`config.mk`:
```
export PLATFORM = sky130hd
export DESIGN_NAME = ballot_capture
export DESIGN_NICKNAME = d
export VERILOG_FILES = /design/src/rtl/evm_pkg.sv /design/src/rtl/ballot_capture_btn_sync.sv /design/src/rtl/ballot_capture.sv
export SDC_FILE = /design/constraint.sdc
export NUM_CORES = 1
export LEC_CHECK = 0
export CAP_MARGIN = 20
export CORE_MARGIN = 2
export CORE_UTILIZATION = 60
export CTS_BUF_LIST = sky130_fd_sc_hd__clkbuf_4 sky130_fd_sc_hd__clkbuf_8
export DETAILED_ROUTE_END_ITERATION = 12
export PLACE_DENSITY = 0.85
export SKIP_CTS_REPAIR_TIMING = 1
export SLEW_MARGIN = 20
export SYNTH_ARGS = -nofsm -noshare
export SYNTH_HDL_FRONTEND = slang
export SYNTH_SLANG_ARGS = --single-unit
export TNS_END_PERCENT = 20
```
`constraint.sdc`:
```
create_clock -name clk -period 6.6 [get_ports clk]
set_input_delay 1.65 -clock clk [delete_from_list [all_inputs] [get_ports clk]]
set_output_delay 1.65 -clock clk [all_outputs]
set_load 0.05 [all_outputs]
```
`src/rtl/evm_pkg.sv`:
```
// Shared types and constants for the ballot front-end and vote counters.
package evm_pkg;

  localparam int NUM_CANDIDATES     = 4;
  localparam int DEF_HOLD_CYCLES    = 4;
  localparam int DEF_TIMEOUT_CYCLES = 60;

  typedef logic [1:0] candidate_id_t;

  typedef enum logic [2:0] {
    IDLE,
    ARMED,
    HOLD,
    COMMIT,
    LOCKOUT
  } ballot_state_t;

  function automatic logic is_onehot(input logic [NUM_CANDIDATES-1:0] v);
    return (v != '0) && ((v & (v - 1'b1)) == '0);
  endfunction

  function automatic candidate_id_t encode_onehot(input logic [NUM_CANDIDATES-1:0] v);
    candidate_id_t id;
    id = '0;
    for (int i = 0; i < NUM_CANDIDATES; i++) begin
      if (v[i]) id = candidate_id_t'(i);
    end
    return id;
  endfunction

endpackage

```
`src/rtl/ballot_capture_btn_sync.sv`:
```
// Multi-flop synchroniser for the raw candidate buttons; clears to 0 on reset.
module btn_sync #(
  parameter int SYNC_STAGES = 2,
  parameter int WIDTH       = 4
) (
  input  logic             clk,
  input  logic             rst_n,
  input  logic [WIDTH-1:0] din,
  output logic [WIDTH-1:0] dout
);

  logic [WIDTH-1:0] stage [SYNC_STAGES];

  always_ff @(posedge clk or negedge rst_n) begin
    if (!rst_n) begin
      for (int i = 0; i < SYNC_STAGES; i++) stage[i] <= '0;
    end else begin
      stage[0] <= din;
      for (int i = 1; i < SYNC_STAGES; i++) stage[i] <= stage[i-1];
    end
  end

  assign dout = stage[SYNC_STAGES-1];

endmodule

```
`src/rtl/ballot_capture.sv`:
```
// Qualifies a single stable button press per armed session and emits one vote strobe.
// Optional BALLOT_CAPTURE_ACK_EN adds a vote_ready handshake that holds COMMIT.
module ballot_capture
  import evm_pkg::*;
#(
  parameter int HOLD_CYCLES    = DEF_HOLD_CYCLES,
  parameter int TIMEOUT_CYCLES = DEF_TIMEOUT_CYCLES,
  parameter int SYNC_STAGES    = 2
) (
  input  logic                      clk,
  input  logic                      rst_n,
  input  logic                      session_start,
  input  logic [NUM_CANDIDATES-1:0] button,
`ifdef BALLOT_CAPTURE_ACK_EN
  input  logic                      vote_ready,
`endif
  output logic                      armed,
  output logic [NUM_CANDIDATES-1:0] led,
  output logic                      vote_valid,
  output candidate_id_t             vote_id,
  output logic                      multi_press,
  output logic                      timeout
);

  localparam logic [7:0]  HOLD_LIM = 8'(HOLD_CYCLES);
  localparam logic [15:0] TO_LIM   = 16'(TIMEOUT_CYCLES);

  logic [NUM_CANDIDATES-1:0] sb;
  logic [NUM_CANDIDATES-1:0] cand_onehot;
  logic                      sb_onehot;
  logic                      sb_multi;
  logic                      expire;

  ballot_state_t state, state_nxt;
  logic [7:0]    hold_cnt, hold_nxt;
  logic [15:0]   sess_cnt, sess_nxt;
  candidate_id_t cand, cand_nxt;
  logic          multi_nxt, timeout_nxt;

  btn_sync #(
    .SYNC_STAGES (SYNC_STAGES),
    .WIDTH       (NUM_CANDIDATES)
  ) u_sync (
    .clk   (clk),
    .rst_n (rst_n),
    .din   (button),
    .dout  (sb)
  );

  assign sb_onehot   = is_onehot(sb);
  assign sb_multi    = (sb != '0) && !sb_onehot;
  assign cand_onehot = 4'b0001 << cand;
  assign expire      = ((sess_cnt + 16'd1) == TO_LIM);

  always_ff @(posedge clk or negedge rst_n) begin
    if (!rst_n) begin
      state       <= IDLE;
      hold_cnt    <= '0;
      sess_cnt    <= '0;
      cand        <= '0;
      multi_press <= 1'b0;
      timeout     <= 1'b0;
    end else begin
      state       <= state_nxt;
      hold_cnt    <= hold_nxt;
      sess_cnt    <= sess_nxt;
      cand        <= cand_nxt;
      multi_press <= multi_nxt;
      timeout     <= timeout_nxt;
    end
  end

  always_comb begin
    state_nxt   = state;
    hold_nxt    = hold_cnt;
    sess_nxt    = sess_cnt;
    cand_nxt    = cand;
    multi_nxt   = 1'b0;
    timeout_nxt = 1'b0;
    case (state)
      IDLE: begin
        if (session_start) begin
          state_nxt = ARMED;
          sess_nxt  = '0;
          hold_nxt  = '0;
        end
      end
      ARMED: begin
        sess_nxt = sess_cnt + 16'd1;
        if (sb_onehot) begin
          cand_nxt  = encode_onehot(sb);
          hold_nxt  = 8'd1;
          state_nxt = (HOLD_LIM == 8'd1) ? COMMIT : HOLD;
        end else if (sb_multi) begin
          multi_nxt = 1'b1;
        end
      end
      HOLD: begin
        sess_nxt = sess_cnt + 16'd1;
        if (sb == cand_onehot) begin
          hold_nxt = hold_cnt + 8'd1;
          if ((hold_cnt + 8'd1) == HOLD_LIM) state_nxt = COMMIT;
        end else begin
          // Any break in the press, including a multi-press, restarts qualification.
          state_nxt = ARMED;
          hold_nxt  = '0;
          multi_nxt = sb_multi;
        end
      end
      COMMIT: begin
        hold_nxt = '0;
`ifdef BALLOT_CAPTURE_ACK_EN
        if (vote_ready) state_nxt = LOCKOUT;
`else
        state_nxt = LOCKOUT;
`endif
      end
      LOCKOUT: begin
        if (sb == '0) state_nxt = IDLE;
      end
      default: state_nxt = IDLE;
    endcase

    // Expiry yields to a vote committing on the same edge.
    if ((state == ARMED || state == HOLD) && expire && state_nxt != COMMIT) begin
      state_nxt   = IDLE;
      hold_nxt    = '0;
      timeout_nxt = 1'b1;
    end
  end

  assign armed      = (state == ARMED) || (state == HOLD);
  assign vote_valid = (state == COMMIT);
  assign vote_id    = vote_valid ? cand : '0;
  assign led        = (state == HOLD || state == COMMIT || state == LOCKOUT) ? cand_onehot : '0;

endmodule
```
==> impl_summary.md <==
Synth
The number of warnings issued by yosys is 0. Counting every net in the synthesized netlist gives 284. The cell area after synthesis is 2400 um^2.

The cell count after synthesis came out at 274. In the synthesized netlist, the cells that appear most often are 39 x sky130_fd_sc_hd__dfrtp_1, 29 x sky130_fd_sc_hd__o21ai_0, 25 x sky130_fd_sc_hd__a21oi_1, 25 x sky130_fd_sc_hd__nor2_1, 19 x sky130_fd_sc_hd__nand2_1. In this run, synthesis inferred 0 flip-flops with an integrated enable. Sorting the synthesized cells by area gives the leading types as sky130_fd_sc_hd__dfrtp_1 41%, sky130_fd_sc_hd__o21ai_0 6.0%, sky130_fd_sc_hd__a21oi_1 5.2%.

In this run, distinct cell masters in the synthesized netlist total 60. The sequential element share of the synthesized area is 0.406. The number of storage elements in the synthesis netlist is 39. The average instance in the mapped netlist occupies 8.78 um^2.

The share of flip-flops with an asynchronous set or reset is 1.00. The most instantiated library cell after synthesis is sky130_fd_sc_hd__dfrtp_1. The largest area contributor in the synthesized netlist is sky130_fd_sc_hd__dfrtp_1. The area share of the largest cell type after synthesis is 0.406.

Among all flip-flop cells after synthesis, the most frequent one is sky130_fd_sc_hd__dfrtp_1.

GRT
The global-route wire length before repair is 8.25 mm. The remaining global-route overflow is 0. The number of global-route vias before repair came to 1864. Entering global routing, the biggest net connects 40 pins. Across every metal layer, demand over resource in global routing totals 0.242. The number of antenna violations at the first check in global routing came to 0.

Detailed routing
The final routed DRC violation total is 0. The average routed wire per standard cell is 14.6 um. The total detailed-routing wirelength is 4.86 mm. The detailed-router iteration count before antenna repair is 4. The detail route stage leaves a number of antenna-violating nets equal to 0. The routed layout has 2061 vias. After detailed routing, the number of vias per cell comes to 6.19.

The iteration-0 DRC count of the detailed router is 127.

Place
The number of I/O port buffers is 16. The final RePlAce weighted congestion is 0.864. The instance area at placement is 2540 um^2. Including well taps, the total number of placed cells is 325. Summed over all nets, the half-perimeter wirelength after detailed placement is 3.41 mm.

Timing
Setup repair after global routing left no endpoint under its margin. On the final layout, the worst clock skew is 0.00655 ns. In the finished design, the share of the clock period the worst path needs comes to 0.660. The actual transition at the worst max-transition pin is 0.844 ns. The clock period minus final worst setup slack is 4.36 ns. The count of endpoints failing hold in the final timing report was 0.

Measured against its own limit, the worst slew margin works out to 0.437. The final setup TNS is 0 ns. The setup-violating endpoint count in the final report is 0. The number of slew-limit violations in the final report was 0.

Derived from the worst setup path, the maximum achievable clock frequency is 0.230 GHz.

Min path
Along the worst hold path, the cell count comes to 0. The worst hold path endpoint is u_sync.dout[0]. In this run the most critical hold path is launched from u_sync.stage[4].

The min-delay analysis places its worst path in the category flip-flop to flip-flop.

Critical path
The startpoint identified for the worst register-to-register timing path is state[0]. The number of cells traversed by the worst register-to-register path is 7. For the worst setup path, the data required time is 4.95 ns. The kind of start point of the critical path is a flip-flop. The critical path class is flip-flop to output port.

The worst-path maximum fanout is 20. The end of the worst register-to-register path is hold_cnt[7]. For flop-to-flop paths, the worst setup slack is 3.78 ns.

The critical path data arrival time is 2.71 ns. The critical path endpoint category is an output port.

Clock network
After clock tree synthesis, the clock-pin slew on the worst setup and hold paths is 0.08 ns. The number of sinks handled by clock tree synthesis is 39. The cell sitting at the root of the clock tree is a sky130_fd_sc_hd__clkbuf_8. The clock network latency to the later pin of the worst-skew pair is 0.29 ns.

The clock tree synthesis step divided the H-tree into 2 levels. The clock passes through at most 2 buffers. The number of clock buffers added by TritonCTS is 5.

The clock tree from TritonCTS is done.

Cells and area
The multi-input combinational cells in the finished layout cover a total of 1320 um^2. The antenna diode count is 0. The cell area after layout is 2660 um^2. Of the cells placed in the final design, the portion with a size suffix greater than 1 is 0.0777. For this run, the share of the core covered by cells in the final layout is 0.679. Across the whole layout, storage elements account for 976 um^2. Counting the fill cells in the layout gives 335. For this run, the number of standard cells in the final layout without fillers is 333.

The area growth from synthesis to layout is 10.5%. For this run, the post-layout net count is 292.

Die
The floorplan row count is 23. The initial utilization of the core area, before any placement, comes to 0.614. The number of top-level pins is 17. The area of the die is 4530 um^2.

The placeable core area is 3910 um^2. The die is 67.3 um wide. The die extent in y is 67.3 um.

Pwr
The total power density per cell area is 324 nW/um^2. VDD sags by at most 0.000223 V. The analysis attributes to cell leakage a power of 1.08 nW.

Status
The flow ran to the end, and the final reports show no timing, DRC or antenna violations.

Run
The count of max-cap constraint violations is 0.
## stage by stage
stage               hold WS (ns)  power [mW]  setup slack (ns)
finish                     0.355       0.860              2.24
global route               0.361       0.917              2.11
detailed placement         0.341       0.659              2.60
global placement           0.333       0.652              2.64
floorplan                  0.331       0.582              2.99
CTS                        0.356       0.862              2.27
## power by group
group | switching [mW] | internal, mW | leakage [nW]
logic | 0.215 | 0.113 | 0.508
clock network | 0.0805 | 0.122 | 0.0612
registers | 0.0604 | 0.269 | 0.510
total | 0.355 | 0.504 | 1.08
## critical path, cell delays in order (launching register included)
cell and delay (ns):
sky130_fd_sc_hd__dfrtp_1 0.50, sky130_fd_sc_hd__xnor2_1 0.18, sky130_fd_sc_hd__or2_2 0.45, sky130_fd_sc_hd__inv_1 0.40, sky130_fd_sc_hd__clkdlybuf4s50_1 0.89
## sequential cells by signal, summed over array words and instances (netlist names)
name	flops
hold_cnt	8
state	3
u_sync.dout	4
sess_cnt	16
u_sync.stage	4
multi_press	1
timeout	1
cand	2
## cells in the final DEF (no fill, tap or decap), types with 2 or more instances in the layout
cell,count
sky130_fd_sc_hd__o21ai_0,29
sky130_fd_sc_hd__o22ai_1,2
sky130_fd_sc_hd__nor3_1,9
sky130_fd_sc_hd__clkdlybuf4s50_1,15
sky130_fd_sc_hd__a21oi_1,25
sky130_fd_sc_hd__ha_1,3
sky130_fd_sc_hd__nor2b_1,3
sky130_fd_sc_hd__o21ai_1,2
sky130_fd_sc_hd__a22oi_1,2
sky130_fd_sc_hd__nor3b_1,3
sky130_fd_sc_hd__inv_1,6
sky130_fd_sc_hd__nor4_1,5
sky130_fd_sc_hd__a211o_1,2
sky130_fd_sc_hd__mux2i_1,2
sky130_fd_sc_hd__nand3b_1,3
sky130_fd_sc_hd__nand4_1,9
sky130_fd_sc_hd__a21o_1,2
sky130_fd_sc_hd__and2_1,5
sky130_fd_sc_hd__or2_2,3
sky130_fd_sc_hd__xnor2_1,2
sky130_fd_sc_hd__nand2b_1,5
sky130_fd_sc_hd__and4_1,2
sky130_fd_sc_hd__dfrtp_1,39
sky130_fd_sc_hd__or3b_1,2
sky130_fd_sc_hd__nor2_1,25
sky130_fd_sc_hd__nand3_1,5
sky130_fd_sc_hd__o31ai_1,4
sky130_fd_sc_hd__xor2_1,3
sky130_fd_sc_hd__and3_1,9
sky130_fd_sc_hd__a31oi_1,3
sky130_fd_sc_hd__clkbuf_8,6
sky130_fd_sc_hd__nand2_1,19
## worst max-delay path by stage
stage	start	end	slack, ns	cells after the start
floorplan	state[0]	led[1]	2.99	4
global placement	state[0]	armed	2.64	4
detailed placement	state[0]	armed	2.60	4
CTS	state[0]	armed	2.27	4
global route	state[0]	armed	2.11	4
finish	state[0]	armed	2.24	4
## metal layers
layer | track usage | wire length [um] | up-vias
met2 | 0.422 | 2430 | 32
met3 | 0.0450 | 143 | 4
met5 | 0 | 0 | -
met4 | 0.0944 | 67 | 0
li1 | - | - | 1031
met1 | 0.295 | 2220 | 994
## final cells by class
cell class              count  area share
flip-flops and latches     39       0.367
multi-input cells         213       0.495
inverters                   6     0.00848
well taps                  50      0.0236
clock buffers               6      0.0311
clock inverters             2      0.0132
repair buffers             17      0.0612
## kinds of logic after synthesis
family | share of synthesized area
XOR/XNOR | 0.0182
AND/OR/NAND/NOR | 0.273
buffers and inverters | 0.0473
multiplexers | 0.0130
adder cells (fa/ha/maj) | 0.0156
flip-flops | 0.406
AO/OA/AOI/OAI | 0.227
No activity file was read; power rests on OpenSTA's default activity.
==> patch: new RTL, same settings <==
`SYNC_STAGES` is set to 2 in 2 places; all go to 8.
--- a/src/rtl/ballot_capture_btn_sync.sv
+++ b/src/rtl/ballot_capture_btn_sync.sv
@@ -1,5 +1,5 @@
 // Multi-flop synchroniser for the raw candidate buttons; clears to 0 on reset.
 module btn_sync #(
-  parameter int SYNC_STAGES = 2,
+  parameter int SYNC_STAGES = 8,
   parameter int WIDTH       = 4
 ) (
--- a/src/rtl/ballot_capture.sv
+++ b/src/rtl/ballot_capture.sv
@@ -6,5 +6,5 @@
   parameter int HOLD_CYCLES    = DEF_HOLD_CYCLES,
   parameter int TIMEOUT_CYCLES = DEF_TIMEOUT_CYCLES,
-  parameter int SYNC_STAGES    = 2
+  parameter int SYNC_STAGES    = 8
 ) (
   input  logic                      clk,
Check against the original RTL: not equivalent (Yosys sat finds a counterexample within 4 cycles, from zero or initial values and one cycle with rst_n low).
==> patch against the original RTL <==
- core utilization up 1.8 points
- worst setup slack worse by 0.18 ns
- power up 26%
- area after synthesis up 25%
- largest cell class is now sequential cells
- sequential cell count up 24
- fmax down 4.0%
- routed wire length up 11%
- sequential power up 43%
- cell area up 26%
- first-iteration DRC count up 17%
==> patch: results (changes against the original RTL) <==
Syn Nets 296 (was 284); final WL 5410 microns (was 4860 microns); multi-input gate count 200 (was 213); post-synthesis cell type count 63 (was 60); Num Clock Sinks 63 (was 39); sequential power 0.000471 W (was 0.000329 W); Post-Syn Area 3010 sq um (was 2400 sq um); top cells by area, synth dfrtp_1, o21ai_0, a21oi_1 (unchanged); grt met3 use 6.83% (was 4.50%); worst slew pin tran 1.02 ns (was 0.844 ns); DP HPWL 3500 microns (was 3410 microns); WP data arrival 2.89 ns (was 2.71 ns); DR WL/cell 14.6 microns (about the same); GRT Total Usage 22.4% (was 24.2%); Clock Skews 0.00785 ns (was 0.00655 ns); fraction of area in multi-input gates 39.0% (was 49.5%); Final #Nets 308 (was 292); M1 WL 2490 microns (was 2220 microns); NonClk Buf Share 5.10% (was 6.12%); number of global-route vias before repair 2115 (was 1864); Pleak 1.41 nW (was 1.08 nW); Post-DP Area 3150 sq um (was 2540 sq um); Via Count 2202 (was 2061); clk_buf instances 10 (was 6); met2 global-route usage 37.5% (was 42.2%); first-pass GRT wire length 9320 microns (was 8250 microns); Sw Ratio 37.9% (was 41.3%); Met3 Wirelength 254 microns (was 143 microns); outcome complete, no violations (unchanged); number of fill cells 357 (was 335); M1 GR Usage 26.7% (was 29.5%); synth cell count leaders dfrtp_1, o21ai_0, nor2_1 (was dfrtp_1, o21ai_0, a21oi_1, nor2_1, nand2_1); layout cells sized above 1 12.5% (was 7.77%); gpl congestion 0.878 (was 0.864); Skew-Pair Late Insertion Delay 0.34 ns (was 0.29 ns); IR drop worst, VDD 227 uV (was 223 uV); biggest regs u_sync.stage: 28 flops, sess_cnt: 16 flops, hold_cnt: 8 flops (was sess_cnt: 16 flops, hold_cnt: 8 flops); total CTS buffers 9 (was 5); DRT iter0 DRCs 149 (was 127); sequential share of cell area 47.3% (was 36.7%); sequential fraction of the synthesis area 52.4% (was 40.6%)
patch: final timing paths:
path / startpoint / endpoint / slack, ns / cells past startpoint
setup / recovery: state[1] / armed / 2.06 / 4
hold / removal: u_sync.stage[9] / u_sync.stage[5] / 0.34 / 0
setup reg to reg: state[1] / timeout / 3.33 / 7
hold reg to reg: u_sync.stage[9] / u_sync.stage[5] / 0.34 / 0
max in group asynchronous: rst_n / sess_cnt[7] / 4.64 / 2
min in group asynchronous: rst_n / cand[0] / 1.45 / 2
patch: cell families after synthesis:
logic type / after synthesis / synth area share, %
buf+inv: 23 / 4.33
mux: 3 / 1.08
compound gates: 83 / 17.3
flops: 63 / 52.4
simple gates: 104 / 21.6
fa+ha+maj: 3 / 1.25
xor+xnor: 7 / 2.04
patch: worst max-delay path, cell delays in order (launching register included):
cell,delay (ns)
dfrtp_1,0.54
xor2_1,0.19
nand2b_1,0.41
inv_1,0.53
clkdlybuf4s50_1,0.89
